File: src/rtl/block_buffer.sv
`timescale 1ns/1ps
`default_nettype none
// ============================================================================
//  Module      : block_buffer
//  Description : Assembles bus words into Ascon rate blocks and applies
//                0x01/zero padding to the final block of a message.
//  Revision    : 1.0  initial release
// ============================================================================
module block_buffer #(
    parameter int IN_WIDTH    = 32,
    parameter int BLOCK_WIDTH = 128
) (
    input  logic                                  clk,
    input  logic                                  rst_n,
    input  logic                                  i_clear,
    input  logic                                  i_in_valid,
    output logic                                  o_in_ready,
    input  logic [IN_WIDTH-1:0]                   i_in_data,
    input  logic                                  i_in_last,
    input  logic [$clog2(IN_WIDTH/8+1)-1:0]       i_in_bytes,
    output logic                                  o_out_valid,
    input  logic                                  i_out_ready,
    output logic [BLOCK_WIDTH-1:0]                o_out_data,
    output logic                                  o_out_last,
    output logic [$clog2(BLOCK_WIDTH/8+1)-1:0]    o_out_bytes
);

    localparam int BYTES       = IN_WIDTH / 8;
    localparam int NUM_WORDS   = BLOCK_WIDTH / IN_WIDTH;
    localparam int BLOCK_BYTES = BLOCK_WIDTH / 8;
    localparam int c_CNT_W     = (NUM_WORDS > 1) ? $clog2(NUM_WORDS) : 1;
    localparam int c_IBW       = $clog2(BYTES + 1);
    localparam int c_OBW       = $clog2(BLOCK_BYTES + 1);

    typedef enum logic [1:0] {
        S_FILL = 2'd0,
        S_OUT  = 2'd1,
        S_PAD  = 2'd2
    } state_t;

    state_t                   r_state;
    logic [c_CNT_W-1:0]       r_cnt;
    logic [BLOCK_WIDTH-1:0]   r_block;
    logic                     r_pending_pad;
    logic                     r_last;
    logic [c_OBW-1:0]         r_bytes;

    state_t                   w_state_nxt;
    logic [c_CNT_W-1:0]       w_cnt_nxt;
    logic [BLOCK_WIDTH-1:0]   w_block_nxt;
    logic                     w_pending_pad_nxt;
    logic                     w_last_nxt;
    logic [c_OBW-1:0]         w_bytes_nxt;

    logic                     w_in_acc;
    logic                     w_out_acc;
    logic [BLOCK_WIDTH-1:0]   w_fill_block;
    int                       w_base;
    int                       w_p;

    assign o_in_ready  = (r_state == S_FILL) && !i_clear;
    assign o_out_valid = (r_state == S_OUT) || (r_state == S_PAD);
    assign o_out_data  = r_block;
    assign o_out_last  = r_last;
    assign o_out_bytes = r_bytes;

    assign w_in_acc  = i_in_valid && o_in_ready;
    assign w_out_acc = o_out_valid && i_out_ready;

    // Block image after writing the incoming word. On a last word every byte
    // from the end of message upward is rewritten, so stale data never leaks.
    always_comb begin
        w_base       = int'(r_cnt) * BYTES;
        w_p          = w_base + int'(i_in_bytes);
        w_fill_block = r_block;
        for (int b = 0; b < BLOCK_BYTES; b++) begin
            if ((b / BYTES) == int'(r_cnt)) begin
                if (!i_in_last || (b < w_p)) begin
                    w_fill_block[8*b +: 8] = i_in_data[8*(b % BYTES) +: 8];
                end else if (b == w_p) begin
                    w_fill_block[8*b +: 8] = 8'h01;
                end else begin
                    w_fill_block[8*b +: 8] = 8'h00;
                end
            end else if (i_in_last && ((b / BYTES) > int'(r_cnt))) begin
                w_fill_block[8*b +: 8] = (b == w_p) ? 8'h01 : 8'h00;
            end
        end
    end

    always_comb begin
        w_state_nxt       = r_state;
        w_cnt_nxt         = r_cnt;
        w_block_nxt       = r_block;
        w_pending_pad_nxt = r_pending_pad;
        w_last_nxt        = r_last;
        w_bytes_nxt       = r_bytes;

        if (i_clear) begin
            w_state_nxt       = S_FILL;
            w_cnt_nxt         = '0;
            w_pending_pad_nxt = 1'b0;
        end else begin
            case (r_state)
                S_FILL: begin
                    if (w_in_acc) begin
                        w_block_nxt = w_fill_block;
                        if (i_in_last) begin
                            w_cnt_nxt   = '0;
                            w_state_nxt = S_OUT;
                            if (w_p < BLOCK_BYTES) begin
                                w_last_nxt  = 1'b1;
                                w_bytes_nxt = c_OBW'(w_p);
                            end else begin
                                // Message ends on a block boundary: a
                                // padding-only block follows this one.
                                w_last_nxt        = 1'b0;
                                w_bytes_nxt       = c_OBW'(BLOCK_BYTES);
                                w_pending_pad_nxt = 1'b1;
                            end
                        end else if (r_cnt == c_CNT_W'(NUM_WORDS - 1)) begin
                            w_cnt_nxt   = '0;
                            w_state_nxt = S_OUT;
                            w_last_nxt  = 1'b0;
                            w_bytes_nxt = c_OBW'(BLOCK_BYTES);
                        end else begin
                            w_cnt_nxt = r_cnt + 1'b1;
                        end
                    end
                end
                S_OUT: begin
                    if (w_out_acc) begin
                        if (r_pending_pad) begin
                            w_block_nxt       = {{(BLOCK_WIDTH-8){1'b0}}, 8'h01};
                            w_last_nxt        = 1'b1;
                            w_bytes_nxt       = '0;
                            w_pending_pad_nxt = 1'b0;
                            w_state_nxt       = S_PAD;
                        end else begin
                            w_state_nxt = S_FILL;
                        end
                    end
                end
                S_PAD: begin
                    if (w_out_acc) begin
                        w_state_nxt = S_FILL;
                    end
                end
                default: begin
                    w_state_nxt = S_FILL;
                end
            endcase
        end
    end

    always_ff @(posedge clk or negedge rst_n) begin
        if (!rst_n) begin
            r_state       <= S_FILL;
            r_cnt         <= '0;
            r_block       <= '0;
            r_pending_pad <= 1'b0;
            r_last        <= 1'b0;
            r_bytes       <= '0;
        end else begin
            r_state       <= w_state_nxt;
            r_cnt         <= w_cnt_nxt;
            r_block       <= w_block_nxt;
            r_pending_pad <= w_pending_pad_nxt;
            r_last        <= w_last_nxt;
            r_bytes       <= w_bytes_nxt;
        end
    end

    a_in_bytes_legal: assert property (
        @(posedge clk) disable iff (!rst_n)
        (w_in_acc && i_in_last) |-> (i_in_bytes <= c_IBW'(BYTES))
    );

endmodule
`default_nettype wire

File: config.mk
export PLATFORM = sky130hd
export DESIGN_NAME = block_buffer
export DESIGN_NICKNAME = d
export VERILOG_FILES = /design/src/rtl/block_buffer.sv
export SDC_FILE = /design/constraint.sdc
export NUM_CORES = 1
export LEC_CHECK = 0
export CAP_MARGIN = 25
export CORE_MARGIN = 2
export CORE_UTILIZATION = 48
export CTS_CLUSTER_DIAMETER = 150
export DETAILED_ROUTE_END_ITERATION = 16
export HOLD_SLACK_MARGIN = 0.1
export PLACE_DENSITY_LB_ADDON = 0.2
export REMOVE_ABC_BUFFERS = 1
export SLEW_MARGIN = 30
export SYNTH_ARGS = -nofsm -noshare
export SYNTH_HDL_FRONTEND = slang
export SYNTH_SLANG_ARGS = --single-unit
File: constraint.sdc
create_clock -name clk -period 2.6 [get_ports clk]
set_clock_uncertainty 0.05 [all_clocks]
set_input_delay 0.52 -clock clk [delete_from_list [all_inputs] [get_ports clk]]
set_output_delay 0.52 -clock clk [all_outputs]
set_load 0.005 [all_outputs]
==> results of run 1 <==
## cell usage in the layout (no fill, tap or decap), types with 4 or more instances in the layout
cell and count:
sky130_fd_sc_hd__nand2b_1 32, sky130_fd_sc_hd__nor2b_1 5, sky130_fd_sc_hd__clkdlybuf4s50_1 175, sky130_fd_sc_hd__nand3_1 5
sky130_fd_sc_hd__nand2_1 125, sky130_fd_sc_hd__o31ai_1 99, sky130_fd_sc_hd__buf_12 7, sky130_fd_sc_hd__dfrtp_1 139
sky130_fd_sc_hd__a22o_1 21, sky130_fd_sc_hd__ha_1 10, sky130_fd_sc_hd__a21oi_1 15, sky130_fd_sc_hd__inv_1 10
sky130_fd_sc_hd__clkinv_2 6, sky130_fd_sc_hd__clkbuf_8 4, sky130_fd_sc_hd__o21ai_0 11, sky130_fd_sc_hd__clkbuf_16 17
sky130_fd_sc_hd__nor2_1 20, sky130_fd_sc_hd__buf_4 43
## routing by layer
layer,share of wire,wire length (um)
met1,0.44,7851
met2,0.50,8863
met3,0.042,748
met4,0.020,363
met5,0,0
## worst max-delay path, delay by kind of cell (launching register included)
family / cells / cell delay [ps]
adder cells (fa/ha/maj): 1 / 200
flip-flops: 1 / 400
buffers and inverters: 3 / 770
AND/OR/NAND/NOR: 1 / 110
## flip-flops by register name (all words and copies together), names as in the netlist
register       flops
r_cnt              2
o_out_bytes        5
o_out_data       128
o_out_last         1
r_pending_pad      1
r_state            2
## cells by family after synthesis
| logic type | after synthesis |
|---|---|
| compound gates | 173 |
| fa+ha+maj | 11 |
| flops | 139 |
| mux | 5 |
| buf+inv | 47 |
| simple gates | 207 |
## what timing repair did
item	CTS	global route
endpoints found under the hold margin	45	0
gates resized for setup	1	1
hold buffers	1	0
buffers inserted	0	0
endpoints found under the setup margin	1	1
## per-stage QoR
step,instance area [sq um],hold slack [ps],utilization
after floorplan,5969,174.4,-
after detailed placement,8423,415.8,0.6702
after global routing,9027,449.4,0.7183
final,9027,422.5,0.7183
after CTS,9017,428.0,0.7175
after global placement,8423,409.6,0.6702
## worst paths after layout
kind                             endpoint  slack (ps)            from  cells past startpoint
setup / recovery               o_in_ready         130      r_state[0]                      5
max in group asynchronous  o_out_data[12]        1300           rst_n                      3
hold / removal             o_out_data[26]         420  o_out_data[26]                      2
min in group asynchronous  o_out_data[53]         540           rst_n                      2
setup reg to reg           o_out_data[64]         430        r_cnt[0]                      7
hold reg to reg            o_out_data[26]         420  o_out_data[26]                      2
## area by class of cell
class	count	share of cell area
flip-flops and latches	139	0.3853
clock inverters	8	0.009979
well taps	172	0.02384
clock buffers	24	0.05447
repair buffers	227	0.2477
inverters	10	0.004158
multi-input cells	396	0.2746
## power by group through the flow
stage | combinational, mW | clock [mW] | sequential, mW
CTS | 1.29 | 2.39 | 2.52
finish | 1.29 | 2.35 | 2.52
global placement | 1.26 | 0 | 2.55
global route | 1.40 | 2.48 | 2.54
detailed placement | 1.28 | 0 | 2.55
floorplan | 0.430 | 0 | 2.55
==> metrics.txt, run 1 <==
# TYPE chip_impl_metric gauge
chip_impl_metric{name="drt_first_pass_iters",unit=""} 4
chip_impl_metric{name="synth.mux.area_fraction",unit=""} 0.008552
chip_impl_metric{name="clock_latency",unit="ps"} 420
chip_impl_metric{name="io_port_bufs",unit=""} 176
chip_impl_metric{name="critical_path_required",unit="ps"} 2030
chip_impl_metric{name="cts.sink_count",unit=""} 139
chip_impl_metric{name="fillerInstances",unit=""} 966
chip_impl_metric{name="antenna_found_initial",unit=""} 0
chip_impl_metric{name="vias",unit=""} 5331
chip_impl_metric{name="multi_input_area",unit="sq um"} 2479
chip_impl_metric{name="global_route.usage.met3",unit=""} 0.05407
chip_impl_info{name="ys_top_cells_by_area",value="sky130_fd_sc_hd__dfrtp_1, sky130_fd_sc_hd__o31ai_1, sky130_fd_sc_hd__nand2_1, sky130_fd_sc_hd__nand2b_1, sky130_fd_sc_hd__a22o_1"} 1
chip_impl_metric{name="cellInternalPower",unit="mW"} 4.580
chip_impl_metric{name="max_cap_violations",unit=""} 0
chip_impl_metric{name="first_global_vias",unit=""} 5458
chip_impl_info{name="synth_top_cells_by_count",value="sky130_fd_sc_hd__dfrtp_1, sky130_fd_sc_hd__nand2_1, sky130_fd_sc_hd__o31ai_1"} 1
chip_impl_metric{name="synth-edff-count",unit=""} 0
chip_impl_info{name="critical_path_class",value="reg -> out"} 1
chip_impl_metric{name="path_clk_slew",unit="ps"} 50
chip_impl_metric{name="cts_max_path_buffers",unit=""} 2
chip_impl_metric{name="post_synth_instance_area",unit="sq um"} 6145
chip_impl_metric{name="ctsHtreeMaxLevel",unit=""} 4
chip_impl_info{name="gr-max-usage-layer",value="met2"} 1
chip_impl_metric{name="placed_cells_incl_taps",unit=""} 943
chip_impl_metric{name="wire_length_of_the_first_global_routing_pass",unit="um"} 28030
chip_impl_metric{name="n_antenna_cell",unit=""} 0
chip_impl_metric{name="power_density",unit="nW/um^2"} 682.5
chip_impl_metric{name="synth-simple-area-share",unit=""} 0.1556
chip_impl_metric{name="synthCells",unit=""} 582
chip_impl_metric{name="grt_max_degree",unit=""} 57
chip_impl_metric{name="yosys_register_bits",unit=""} 139
chip_impl_metric{name="power.share.sequential",unit=""} 0.409
chip_impl_metric{name="post_route_cells_drive_above_1_share",unit=""} 0.1219
chip_impl_metric{name="switching_share",unit=""} 0.2567
chip_impl_info{name="status",value="finished, final reports clean"} 1
chip_impl_metric{name="detail_route.wl_per_cell",unit="um"} 18.26
chip_impl_info{name="synth.most_common_cell",value="sky130_fd_sc_hd__dfrtp_1"} 1
chip_impl_metric{name="place.detailed.hpwl",unit="um"} 12900
chip_impl_metric{name="syn2layout_area_growth",unit="%"} 46.92
chip_impl_metric{name="total_number_of_placement_rows",unit=""} 41
chip_impl_info{name="timing.critical_path.cells",value="inv_1, ha_4, inv_1, nor2_1, clkdlybuf4s50_1"} 1
chip_impl_metric{name="async_reset_ff_frac",unit=""} 1.000
chip_impl_metric{name="setup_viol",unit=""} 0
chip_impl_metric{name="synth-xor-area-share",unit=""} 0
chip_impl_metric{name="leakage",unit="nW"} 3.926
chip_impl_info{name="rsz_0062_raised_after_global_routing",value="false"} 1
chip_impl_metric{name="fp.dieArea",unit="sq um"} 13720
chip_impl_info{name="min-delay-path-class",value="reg -> reg"} 1
chip_impl_metric{name="combPwrFrac",unit=""} 0.209
chip_impl_metric{name="pre_cts_ws",unit="ps"} -92.21
chip_impl_metric{name="post_synth.cell_area_avg",unit="sq um"} 10.56
chip_impl_metric{name="setup_slack",unit="ps"} 125.8
chip_impl_metric{name="fp.coreArea",unit="sq um"} 12570
chip_impl_metric{name="synth_fa_ha_area_frac",unit=""} 0.02240
chip_impl_metric{name="fmax",unit="MHz"} 404.2
chip_impl_metric{name="initial_utilization",unit=""} 0.4889
chip_impl_metric{name="finalPower",unit="mW"} 6.162
chip_impl_metric{name="grt.met1_usage",unit=""} 0.3525
chip_impl_metric{name="grt.overflow.total",unit=""} 0
chip_impl_metric{name="numCtsBuffers",unit=""} 17
chip_impl_info{name="critical_path.startpoint_type",value="flop"} 1
chip_impl_metric{name="power.ir.vdd_worst",unit="V"} 0.0004533
chip_impl_metric{name="seq_area_frac_synth",unit=""} 0.5661
chip_impl_metric{name="fin_tns_setup",unit="ps"} 0
chip_impl_metric{name="final_hold_viol_count",unit=""} 0
chip_impl_metric{name="drc_violations_left",unit=""} 0
chip_impl_metric{name="gr-usage-all-layers",unit=""} 0.2703
chip_impl_metric{name="tightestPinTransition",unit="ps"} 786.5
chip_impl_metric{name="via_per_inst",unit=""} 5.462
chip_impl_metric{name="critPathMaxStageDelay",unit="ps"} 510
chip_impl_metric{name="final.min_clock_period",unit="ps"} 2474
chip_impl_info{name="synth_top_family_by_area",value="compound AO/OA/AOI/OAI gates"} 1
chip_impl_metric{name="timing.final.crit_share",unit=""} 0.9516
chip_impl_info{name="cp_slowest_cell",value="sky130_fd_sc_hd__clkdlybuf4s50_1"} 1
chip_impl_metric{name="slew_headroom",unit=""} 0.4757
chip_impl_metric{name="globalRouteMet2Util",unit=""} 0.4441
chip_impl_info{name="synth_top_cell_by_area",value="sky130_fd_sc_hd__dfrtp_1"} 1
chip_impl_metric{name="clock_power_share",unit=""} 0.382
chip_impl_metric{name="slew_violations",unit=""} 0
chip_impl_metric{name="final_cell_count_no_fill",unit=""} 976
chip_impl_metric{name="worst-endpoint-arrival",unit="ps"} 1900
chip_impl_metric{name="postRouteWirelength",unit="um"} 17830
chip_impl_metric{name="critPathMaxFanout",unit=""} 9
chip_impl_metric{name="synth-compound-area-share",unit=""} 0.2128
chip_impl_metric{name="drt.antenna.violating_nets",unit=""} 0
chip_impl_metric{name="die_h",unit="um"} 117.1
chip_impl_metric{name="layout.nets",unit=""} 843
chip_impl_metric{name="die_x",unit="um"} 117.1
chip_impl_metric{name="ys.warnings.count",unit=""} 0
chip_impl_metric{name="regArea",unit="sq um"} 3478
chip_impl_info{name="most_frequent_cell_on_the_critical_path",value="sky130_fd_sc_hd__inv_1"} 1
chip_impl_metric{name="post-synth-top-area-fraction",unit=""} 0.5661
chip_impl_info{name="dominantRegCellSynth",value="sky130_fd_sc_hd__dfrtp_1"} 1
chip_impl_metric{name="num_io_pins",unit=""} 177
chip_impl_metric{name="switchingPower",unit="mW"} 1.582
chip_impl_info{name="cts_tree",value="built"} 1
chip_impl_metric{name="distinct_cell_type_count_of_the_synthesized_netlist",unit=""} 46
chip_impl_metric{name="globalplace.congestion",unit=""} 0.8753
chip_impl_metric{name="dr.first_iter.drc_count",unit=""} 424
chip_impl_info{name="clk_root_buffer_cell",value="sky130_fd_sc_hd__clkbuf_16"} 1
chip_impl_info{name="crit_path_end_kind",value="output pin"} 1
Power figures use the tool's default switching activity.
==> run 2: changes to the inputs <==
GPL_ROUTABILITY_DRIVEN = 1   (was not set)
==> results of run 2 <==
Final layout, timing and power as in run 1 (identical DEF).
==> run 3: changes to the inputs <==
ABC_CLOCK_PERIOD_IN_PS = 2600   (was not set)
==> results of run 3 <==
Final layout, timing and power as in run 1 (identical DEF).
